$ cat config.mk
export PLATFORM = sky130hd
export DESIGN_NAME = mips32_instr_sequencer
export DESIGN_NICKNAME = d
export VERILOG_FILES = /design/src/rtl/mips32_seq_pkg.sv /design/src/rtl/mips32_instr_sequencer_seq_ram.sv /design/src/rtl/mips32_instr_sequencer.sv
export SDC_FILE = /design/constraint.sdc
export NUM_CORES = 1
export LEC_CHECK = 0
export ABC_AREA = 1
export BUFFER_PORTS_ARGS = -buffer_cell sky130_fd_sc_hd__buf_2
export CORE_MARGIN = 8
export CORE_UTILIZATION = 25
export CTS_BUF_LIST = sky130_fd_sc_hd__clkbuf_8
export DETAILED_ROUTE_END_ITERATION = 8
export PLACE_DENSITY_LB_ADDON = 0.3
export SYNTH_ARGS = -nofsm -noshare
export SYNTH_HDL_FRONTEND = slang
export SYNTH_SLANG_ARGS = --single-unit
$ cat constraint.sdc
create_clock -name clk -period 10.6 [get_ports clk]
set_input_delay 3.18 -clock clk [delete_from_list [all_inputs] [get_ports clk]]
set_output_delay 3.18 -clock clk [all_outputs]
set_load 0.05 [all_outputs]
$ cat src/rtl/mips32_seq_pkg.sv
// rtl/mips32_seq_pkg.sv - shared types and constants for the mips32 instruction sequencer
package mips32_seq_pkg;
   localparam int INSTR_W = 32;
   localparam logic [INSTR_W-1:0] NOP_INSTR = 32'h0;

   typedef enum logic [1:0] {
      IDLE,
      ISSUE,
      FINISH
   } seq_state_t;
endpackage

$ cat src/rtl/mips32_instr_sequencer_seq_ram.sv
// rtl/mips32_instr_sequencer_seq_ram.sv - DEPTHx32 array, one synchronous write port, one asynchronous read port
module seq_ram
   import mips32_seq_pkg::*;
#(
   parameter int DEPTH  = 16,
   parameter int ADDR_W = 4
) (
   input  logic               clk,
   input  logic               we,
   input  logic [ADDR_W-1:0]  waddr,
   input  logic [INSTR_W-1:0] wdata,
   input  logic [ADDR_W-1:0]  raddr,
   output logic [INSTR_W-1:0] rdata
);
   logic [INSTR_W-1:0] mem_q [DEPTH];

   always_ff @(posedge clk) begin
      if (we) begin
         mem_q[waddr] <= wdata;
      end
   end

   assign rdata = mem_q[raddr];
endmodule

$ cat src/rtl/mips32_instr_sequencer.sv
// rtl/mips32_instr_sequencer.sv - program feeder and result collector in front of the mips32 core
module mips32_instr_sequencer
   import mips32_seq_pkg::*;
#(
   parameter int DEPTH  = 16,
   parameter int ADDR_W = 4,
   parameter int GAP    = 3
) (
   input  logic               clk,
   input  logic               reset,
   input  logic               load_en,
   input  logic [ADDR_W-1:0]  load_addr,
   input  logic [INSTR_W-1:0] load_data,
   input  logic               start,
   input  logic [ADDR_W:0]    count,
   output logic [INSTR_W-1:0] instruction,
   output logic               instr_valid,
   input  logic [INSTR_W-1:0] result,
   output logic               busy,
   output logic               done,
   input  logic [ADDR_W-1:0]  rd_addr,
   output logic [INSTR_W-1:0] rd_data
);
   localparam int GC_W = (GAP > 1) ? $clog2(GAP) : 1;

   seq_state_t         state_q, state_d;
   logic [ADDR_W-1:0]  pc_q, pc_d;
   logic [GC_W-1:0]    gc_q, gc_d;
   logic [ADDR_W:0]    count_q, count_d;
   logic [INSTR_W-1:0] instruction_q, instruction_d;
   logic [INSTR_W-1:0] rd_data_q, rd_data_d;

   logic               prog_we, res_we;
   logic [ADDR_W-1:0]  prog_raddr;
   logic [INSTR_W-1:0] prog_rdata, res_rdata;
   logic [ADDR_W:0]    count_clamped;
   logic               slot_end, last_slot;

   assign prog_we       = load_en && (state_q != ISSUE) && !reset;
   assign slot_end      = (gc_q == GC_W'(GAP - 1));
   assign last_slot     = ({1'b0, pc_q} == (count_q - (ADDR_W+1)'(1)));
   assign res_we        = (state_q == ISSUE) && slot_end && !reset;
   assign prog_raddr    = (state_q == ISSUE) ? pc_q + ADDR_W'(1) : '0;
   assign count_clamped = (count > (ADDR_W+1)'(DEPTH)) ? (ADDR_W+1)'(DEPTH) : count;

   seq_ram #(.DEPTH(DEPTH), .ADDR_W(ADDR_W)) u_prog (
      .clk   (clk),
      .we    (prog_we),
      .waddr (load_addr),
      .wdata (load_data),
      .raddr (prog_raddr),
      .rdata (prog_rdata)
   );

   seq_ram #(.DEPTH(DEPTH), .ADDR_W(ADDR_W)) u_res (
      .clk   (clk),
      .we    (res_we),
      .waddr (pc_q),
      .wdata (result),
      .raddr (rd_addr),
      .rdata (res_rdata)
   );

   always_comb begin
      state_d       = state_q;
      pc_d          = pc_q;
      gc_d          = gc_q;
      count_d       = count_q;
      instruction_d = instruction_q;
      rd_data_d     = res_rdata;
      case (state_q)
         IDLE: begin
            if (start) begin
               count_d = count_clamped;
               if (count_clamped == '0) begin
                  state_d = FINISH;
               end else begin
                  state_d = ISSUE;
                  pc_d    = '0;
                  gc_d    = '0;
                  // A same-cycle load to word 0 must be seen by the first slot.
                  instruction_d = (prog_we && (load_addr == '0)) ? load_data : prog_rdata;
               end
            end
         end
         ISSUE: begin
            if (slot_end) begin
               gc_d = '0;
               if (last_slot) begin
                  state_d       = FINISH;
                  instruction_d = NOP_INSTR;
               end else begin
                  pc_d          = pc_q + ADDR_W'(1);
                  instruction_d = prog_rdata;
               end
            end else begin
               gc_d = gc_q + GC_W'(1);
            end
         end
         FINISH:  state_d = IDLE;
         default: state_d = IDLE;
      endcase
   end

   always_ff @(posedge clk) begin
      if (reset) begin
         state_q       <= IDLE;
         pc_q          <= '0;
         gc_q          <= '0;
         count_q       <= '0;
         instruction_q <= NOP_INSTR;
         rd_data_q     <= '0;
      end else begin
         state_q       <= state_d;
         pc_q          <= pc_d;
         gc_q          <= gc_d;
         count_q       <= count_d;
         instruction_q <= instruction_d;
         rd_data_q     <= rd_data_d;
      end
   end

   assign instruction = instruction_q;
   assign instr_valid = (state_q == ISSUE);
   assign busy        = (state_q == ISSUE);
   assign done        = (state_q == FINISH);
   assign rd_data     = rd_data_q;
endmodule

==> results.md, run 1 <==
- Post-Syn Instances: between 3k and 4k
- Critical-path maximum fanout: 9
- Clock Sinks: between 1k and 1.5k
- Share of cells above drive strength 1: about an eighth
- Drt first pass iters: 7
- Fmax: 183 MHz
- Hold Crit Class: reg -> reg
- Yosys cell types: 29
- Min Tclk post-route: 5.47 ns
- Syn nets: between 3k and 4k
- GRT Util Overall: around 13%
- Post-Syn Area per Cell: ~12 um^2
- Nets: approximately 4k
- CTS tree: done
- Setup Buffers After CTS: 0
- Synth area leaders: edfxtp_1, nor2_1, nand3_1
- Worst slew pin tran: about 1.2 ns
- Setup TNS Final: 0 ns
- Async S/R FF share, synth: 0%
- Final Power: roughly 0.0097 W
- Slew headroom: 22.7%
- Slowest cell on crit path: dfxtp_1
- Final hold vios: 0
- Clk root buf: clkbuf_8
- Core area: approximately 0.18 mm^2
- Count leader, synth: edfxtp_1
- Synth warn: 0
- Initial antenna violation count: 33
- Critical path data required time: around 7.4 ns
- Initial DRC Count: approximately 2.4k
- PD cells: between 150 and 200 mW/mm^2
- Routed vias: approximately 29k
- Die Y: 437 um
- Non-filler instance count after layout: around 6.4k
- DRC violations left: 0
- Die Area: between 0.15 and 0.2 mm^2
- CTS buffer count: roughly 190
- P&R area growth vs syn: 15.8%
- First-pass GRT wire length: 186000 um
- GPL Wtd Cong: between 0.7 and 0.8
- RSZ-0062 raised after global routing: no
- Synth top cells by count: edfxtp_1, nor2_1, nand3_1, nand2_1, o21ai_0
- Mapped Area: approximately 0.044 mm^2
- Worst vdd ir: about 110 uV
- Top_reg_cell synth: edfxtp_1
- DRT antenna net count: 0
- Congestion Overflow GR: 0
- Top-area cell type share of the netlist area: between 60% and 70%
- Static Leakage: ~19 nW
- Seq/Total Area, Yosys: 72.8%
- Rows: about 150
- Horiz. Die Dim: 437 um
- Per-cell routed wire length: 19.9 um
- CTS resizes: 0
- Max-Cap Viols: 0
- Worst setup path class: reg -> out
- Vias in the first global route: 28.0k
- Outcome: complete, no violations
- Routed wire length: 127000 um
- Crit-path cells: inv_2 -> nor2_4 -> buf_4 -> buf_2
- Largest buffer count on any clock path: 3
- Initial Util: between 20% and 30%
- CTS Hold Bufs: 0
- DR vias/cell: 4.49
- DP HPWL: 61700 um
- Worst path top cell family by delay: buffers and inverters
- CP Buf/Inv Count: 3
- CP Capture Type: output port
- R2R Setup Slk: approximately 6.7 ns
- Final setup fails: 0
- CP Data Arrival Time: 2.29 ns
- Yosys reg bits: 1101
- # port buffers: around 150
- Slew Viols, Final: 0
- Synth area leader: edfxtp_1
- Crit start category: register
- H-tree levels: 4
- CP max stage delay: around 0.57 ns
- Largest net degree at the start of global routing: 97
- Final period util: between 50% and 60%
- I/O Pins: about 150
- Clock-pin transition on the worst setup and hold timing paths: 0.06 ns
- Placed instance count: between 6k and 7k
- Worst Skew: ~0.10 ns
- Post-synth EDFFs: a little over 1k
- Clock Latency Late Sink: approximately 0.96 ns
-- registers in the layout, indices dropped and copies added, names as in the netlist --
register,count
count_q,5
gc_q,2
instruction,32
pc_q,4
rd_data,32
state_q,2
u_prog.mem_q,512
u_res.mem_q,512
-- worst register-to-register path, cell delays in order (launching register included) --
cell and delay [ns]:
dfxtp_1 0.42, inv_6 0.63, nand3_4 0.89, buf_4 0.80, o21ai_0 0.32, nand3_1 0.10, nand3_1 0.14, nand3_1 0.08
nand2_1 0.25, a21oi_1 0.10
-- cells by family after synthesis --
group / count (synthesis) / share of synthesized area (%)
compound gates: 643 / 8.38
fa+ha+maj: 5 / 0.141
flops: 1101 / 72.8
buf+inv: 558 / 5.19
simple gates: 1432 / 13.5
-- final timing paths --
path,start,end,cells past startpoint
worst max-delay path,state_q[0]$_SDFFE_PP0P_,instr_valid,4
worst min register to register,instruction[22]$_SDFFE_PP0P_,instruction[22]$_SDFFE_PP0P_,2
worst min-delay path,instruction[22]$_SDFFE_PP0P_,instruction[22]$_SDFFE_PP0P_,2
worst max register to register,pc_q[0]$_SDFFE_PP0P_,instruction[28]$_SDFFE_PP0P_,9
-- final cells by class --
| class | instances | area (um^2) |
|---|---|---|
| fillers | 18100 | 125000 |
| flip-flops and latches | 1101 | 32300 |
| multi-input cells | 2080 | 10000 |
| well taps | 2340 | 2930 |
| clock buffers | 198 | 2730 |
| repair buffers | 209 | 1210 |
| inverters | 320 | 1210 |
| clock inverters | 141 | 940 |
| diodes | 9 | 22.5 |
-- where the power goes --
part	switching [W]	internal, W
sequential	0.0000413	0.00480
clock	0.00182	0.00189
combinational	0.000879	0.000298
total	0.00274	0.00699
-- per-stage QoR --
stage | util [%] | hold slack [ns] | instance area, um^2 | setup WS, ns
2_1_floorplan | - | 0.450 | 44300 | 4.85
3_3_place_gp | 27.1 | 0.455 | 47700 | 4.24
3_5_place_dp | 27.1 | 0.457 | 47700 | 4.22
4_1_cts | 29.1 | 0.465 | 51300 | 4.96
5_1_grt | 29.1 | 0.484 | 51300 | 4.98
6_report | 29.2 | 0.463 | 51300 | 5.13
-- per-layer routing --
metal / part of all wire (%) / vias up / global-route usage (%)
met2: 49 / 775 / 21.7
li1: - / 13500 / -
met3: 5.1 / 235 / 2.49
met4: 2.6 / 4 / 3.91
met1: 44 / 14200 / 16.5
met5: 0.021 / - / 0
-- placed cells by master (no fill, tap or decap), types with 87 or more instances in the layout --
master	synthesis	layout
buf_2	106	143
inv_1	312	402
nor2_1	584	553
edfxtp_1	1024	1024
a21oi_1	93	93
nand2_1	403	401
clkbuf_8	0	198
o221ai_1	87	87
o21ai_0	376	376
nand3_1	426	426
(Power assumes the default switching activity.)
==> inputs of run 2 (changes only) <==
--- a/config.mk
+++ b/config.mk
@@ -5,7 +5,7 @@
 export SDC_FILE = /design/constraint.sdc
 export NUM_CORES = 1
 export LEC_CHECK = 0
-export ABC_AREA = 1
+export ABC_AREA = 0
 export BUFFER_PORTS_ARGS = -buffer_cell sky130_fd_sc_hd__buf_2
 export CORE_MARGIN = 8
 export CORE_UTILIZATION = 25
==> constraint.sdc (replaced) <==
create_clock -name clk -period 4.5 [get_ports clk]
set_input_delay 1.35 -clock clk [delete_from_list [all_inputs] [get_ports clk]]
set_output_delay 1.35 -clock clk [all_outputs]
set_load 0.05 [all_outputs]
==> run 2 against run 1 <==
Clock power is 120% higher. Critical path depth is 1 lower. Die area is 3.3% lower. Synthesized area is 3.5% lower. Critical endpoint is now busy. Largest power group unchanged.
==> results.md, run 2 <==
- First-pass GRT wire length: between 150000 and 200000 um
- Setup TNS Final: 0 ns
- CTS Hold Bufs: 0
- R2R cell count: 8
- CTS resizes: 0
- Count leader, synth: edfxtp_1
- Clk root buf: clkbuf_8
- Drt first pass iters: 5
- Area after DPL: between 0.04 and 0.05 mm^2
- Min Tclk post-route: ~3.8 ns
- Rows: 152
- Routed wire length: between 100000 and 150000 um
- I/O Pins: approximately 150
- DRC violations left: 0
- Seq/Total Area, Yosys: approximately three quarters
- Finished Cell Area: a little over 0.05 mm^2
- Yosys cell types: 58
- Syn nets: about 2.4k
- Final hold vios: 0
- PD cells: 418 mW/mm^2
- Slowest cell on crit path: inv_4
- # port buffers: roughly 150
- Non-filler instance count after layout: roughly 5.0k
- Max-Cap Viols: 0
- Horiz. Die Dim: 430 um
- H-tree levels: 4
- DRT antenna net count: 0
- DP HPWL: roughly 63000 um
- Post-Syn Instances: approximately 2.4k
- Hold path cells: 2
- Routed vias: roughly 23k
- CTS buffer count: approximately 180
- Clock Sinks: ~1.1k
- Die Y: ~430 um
- WHS: around 0.46 ns
- GRT Util Overall: between 10% and 20%
- Worst setup path class: reg -> out
- Place WS: 0.856 ns
- Hold Crit Class: reg -> reg
- Slew Viols, Final: 0
- Biggest regs: u_prog.mem_q x512, u_res.mem_q x512
- Synth area leader: edfxtp_1
- Initial Util: between 20% and 30%
- Post-Syn Area per Cell: ~18 um^2
- Fmax: between 200 and 300 MHz
- Slew headroom: 28.7%
- Critical path data required time: 3.15 ns
- CTS tree: done
- P&R area growth vs syn: 17.5%
- Per-cell routed wire length: approximately 22 um
- Clock Latency Late Sink: around 0.87 ns
- Worst vdd ir: between 200 and 300 uV
- Synth warn: 0
- Initial antenna violation count: 18
- Synth top cells by count: edfxtp_1, nand2_1, mux4_2, dfxtp_1, a21oi_1
- Final period util: a little over four fifths
- Placed instance count: about 4.7k
- Async S/R FF share, synth: 0%
- Yosys reg bits: 1101
- Core area: ~0.17 mm^2
- Largest buffer count on any clock path: 3
- GPL Wtd Cong: 0.720
- Largest net degree at the start of global routing: between 100 and 150
- Crit start category: register
- DR vias/cell: roughly 4.5
- Congestion Overflow GR: 0
- Most frequent cells in the layout: edfxtp_1, clkbuf_8, nand2_1
- Clock-pin transition on the worst setup and hold timing paths: roughly 0.050 ns
- Vias in the first global route: between 20k and 25k
- Top_reg_cell synth: edfxtp_1
- Post-synth EDFFs: 1024
- Crit-path cells: nand2b_2 -> inv_4 -> buf_2
- Top-area cell type share of the netlist area: slightly above 70%
- CP Data Arrival Time: 2.40 ns
- Final setup fails: 0
- Min setup slack post-route: roughly 0.75 ns
- Mapped Area: 0.0428 mm^2
- Die Area: roughly 0.18 mm^2
- RSZ-0062 raised after global routing: no
- Worst slew pin tran: approximately 1.1 ns
- Outcome: complete, no violations
- Static Leakage: between 15 and 20 nW
- Most common cell after layout, fill and taps aside: edfxtp_1
- Nets: between 2k and 3k
- CP max stage delay: a little under 0.5 ns
- Critical-path maximum fanout: 51
- Synth area leaders: edfxtp_1, mux4_2, dfxtp_1
- Setup Buffers After CTS: 0
- Initial DRC Count: 1625
- Worst Skew: roughly 0.051 ns
- Share of cells above drive strength 1: a little over a quarter
- CP Capture Type: output port
[run 2: layer usage]
metal  up-vias  global-route usage, %  share of wire [%]
met4        10                   3.77                2.4
met2       578                   20.0                 49
met5         -                      0              0.056
met3       201                   2.72                4.6
li1      10000                      -                  -
met1     11700                   15.4                 44
[run 2: final timing paths]
check,from,to,slack (ns)
max reg2reg,state_q[1]$_SDFFE_PP0P_,instruction[2]$_SDFFE_PP0P_,1.30
max,state_q[1]$_SDFFE_PP0P_,busy,0.75
min reg2reg,instruction[18]$_SDFFE_PP0P_,instruction[18]$_SDFFE_PP0P_,0.46
min,instruction[18]$_SDFFE_PP0P_,instruction[18]$_SDFFE_PP0P_,0.46
[run 2: critical path: cells and delay by family, from the launching register on]
kind	cells	cell delay (ns)
simple gates	1	0.23
buf+inv	2	0.88
flops	1	0.37
[run 2: cells by family (layout without fill, tap and decap cells)]
group           after synthesis  after routing  share of synthesized area, %
mux                         227            227                          9.99
fa+ha+maj                     5              5                         0.146
simple gates                388            388                          4.34
buf+inv                     191            624                          2.33
compound gates              437            437                          7.62
flops                      1101           1101                          75.4
other cells                   0              8                             0
xor+xnor                      6              6                         0.140
[run 2: cell type report]
cell class / count / area (um^2)
tap: 2233 / 2790
antenna: 8 / 20.0
clock buffer: 198 / 2730
timing repair buffer: 238 / 1780
multi-input combinational: 1063 / 9790
fill: 16900 / 120000
clock inverter: 148 / 762
sequential: 1101 / 32300
inverter: 40 / 153
[run 2: power by group]
part	switching [W]	total (W)	leakage (nW)	internal (W)
Sequential	0.0000563	0.0113	9.85	0.0113
Clock	0.00401	0.00832	2.08	0.00431
Combinational	0.000932	0.00138	4.31	0.000452
[run 2: through the flow]
step           power, W  utilization [%]
2_1_floorplan    0.0124                -
3_3_place_gp     0.0129             27.4
3_5_place_dp     0.0130             27.4
4_1_cts          0.0213             29.4
5_1_grt          0.0218             29.5
6_report         0.0210             29.5
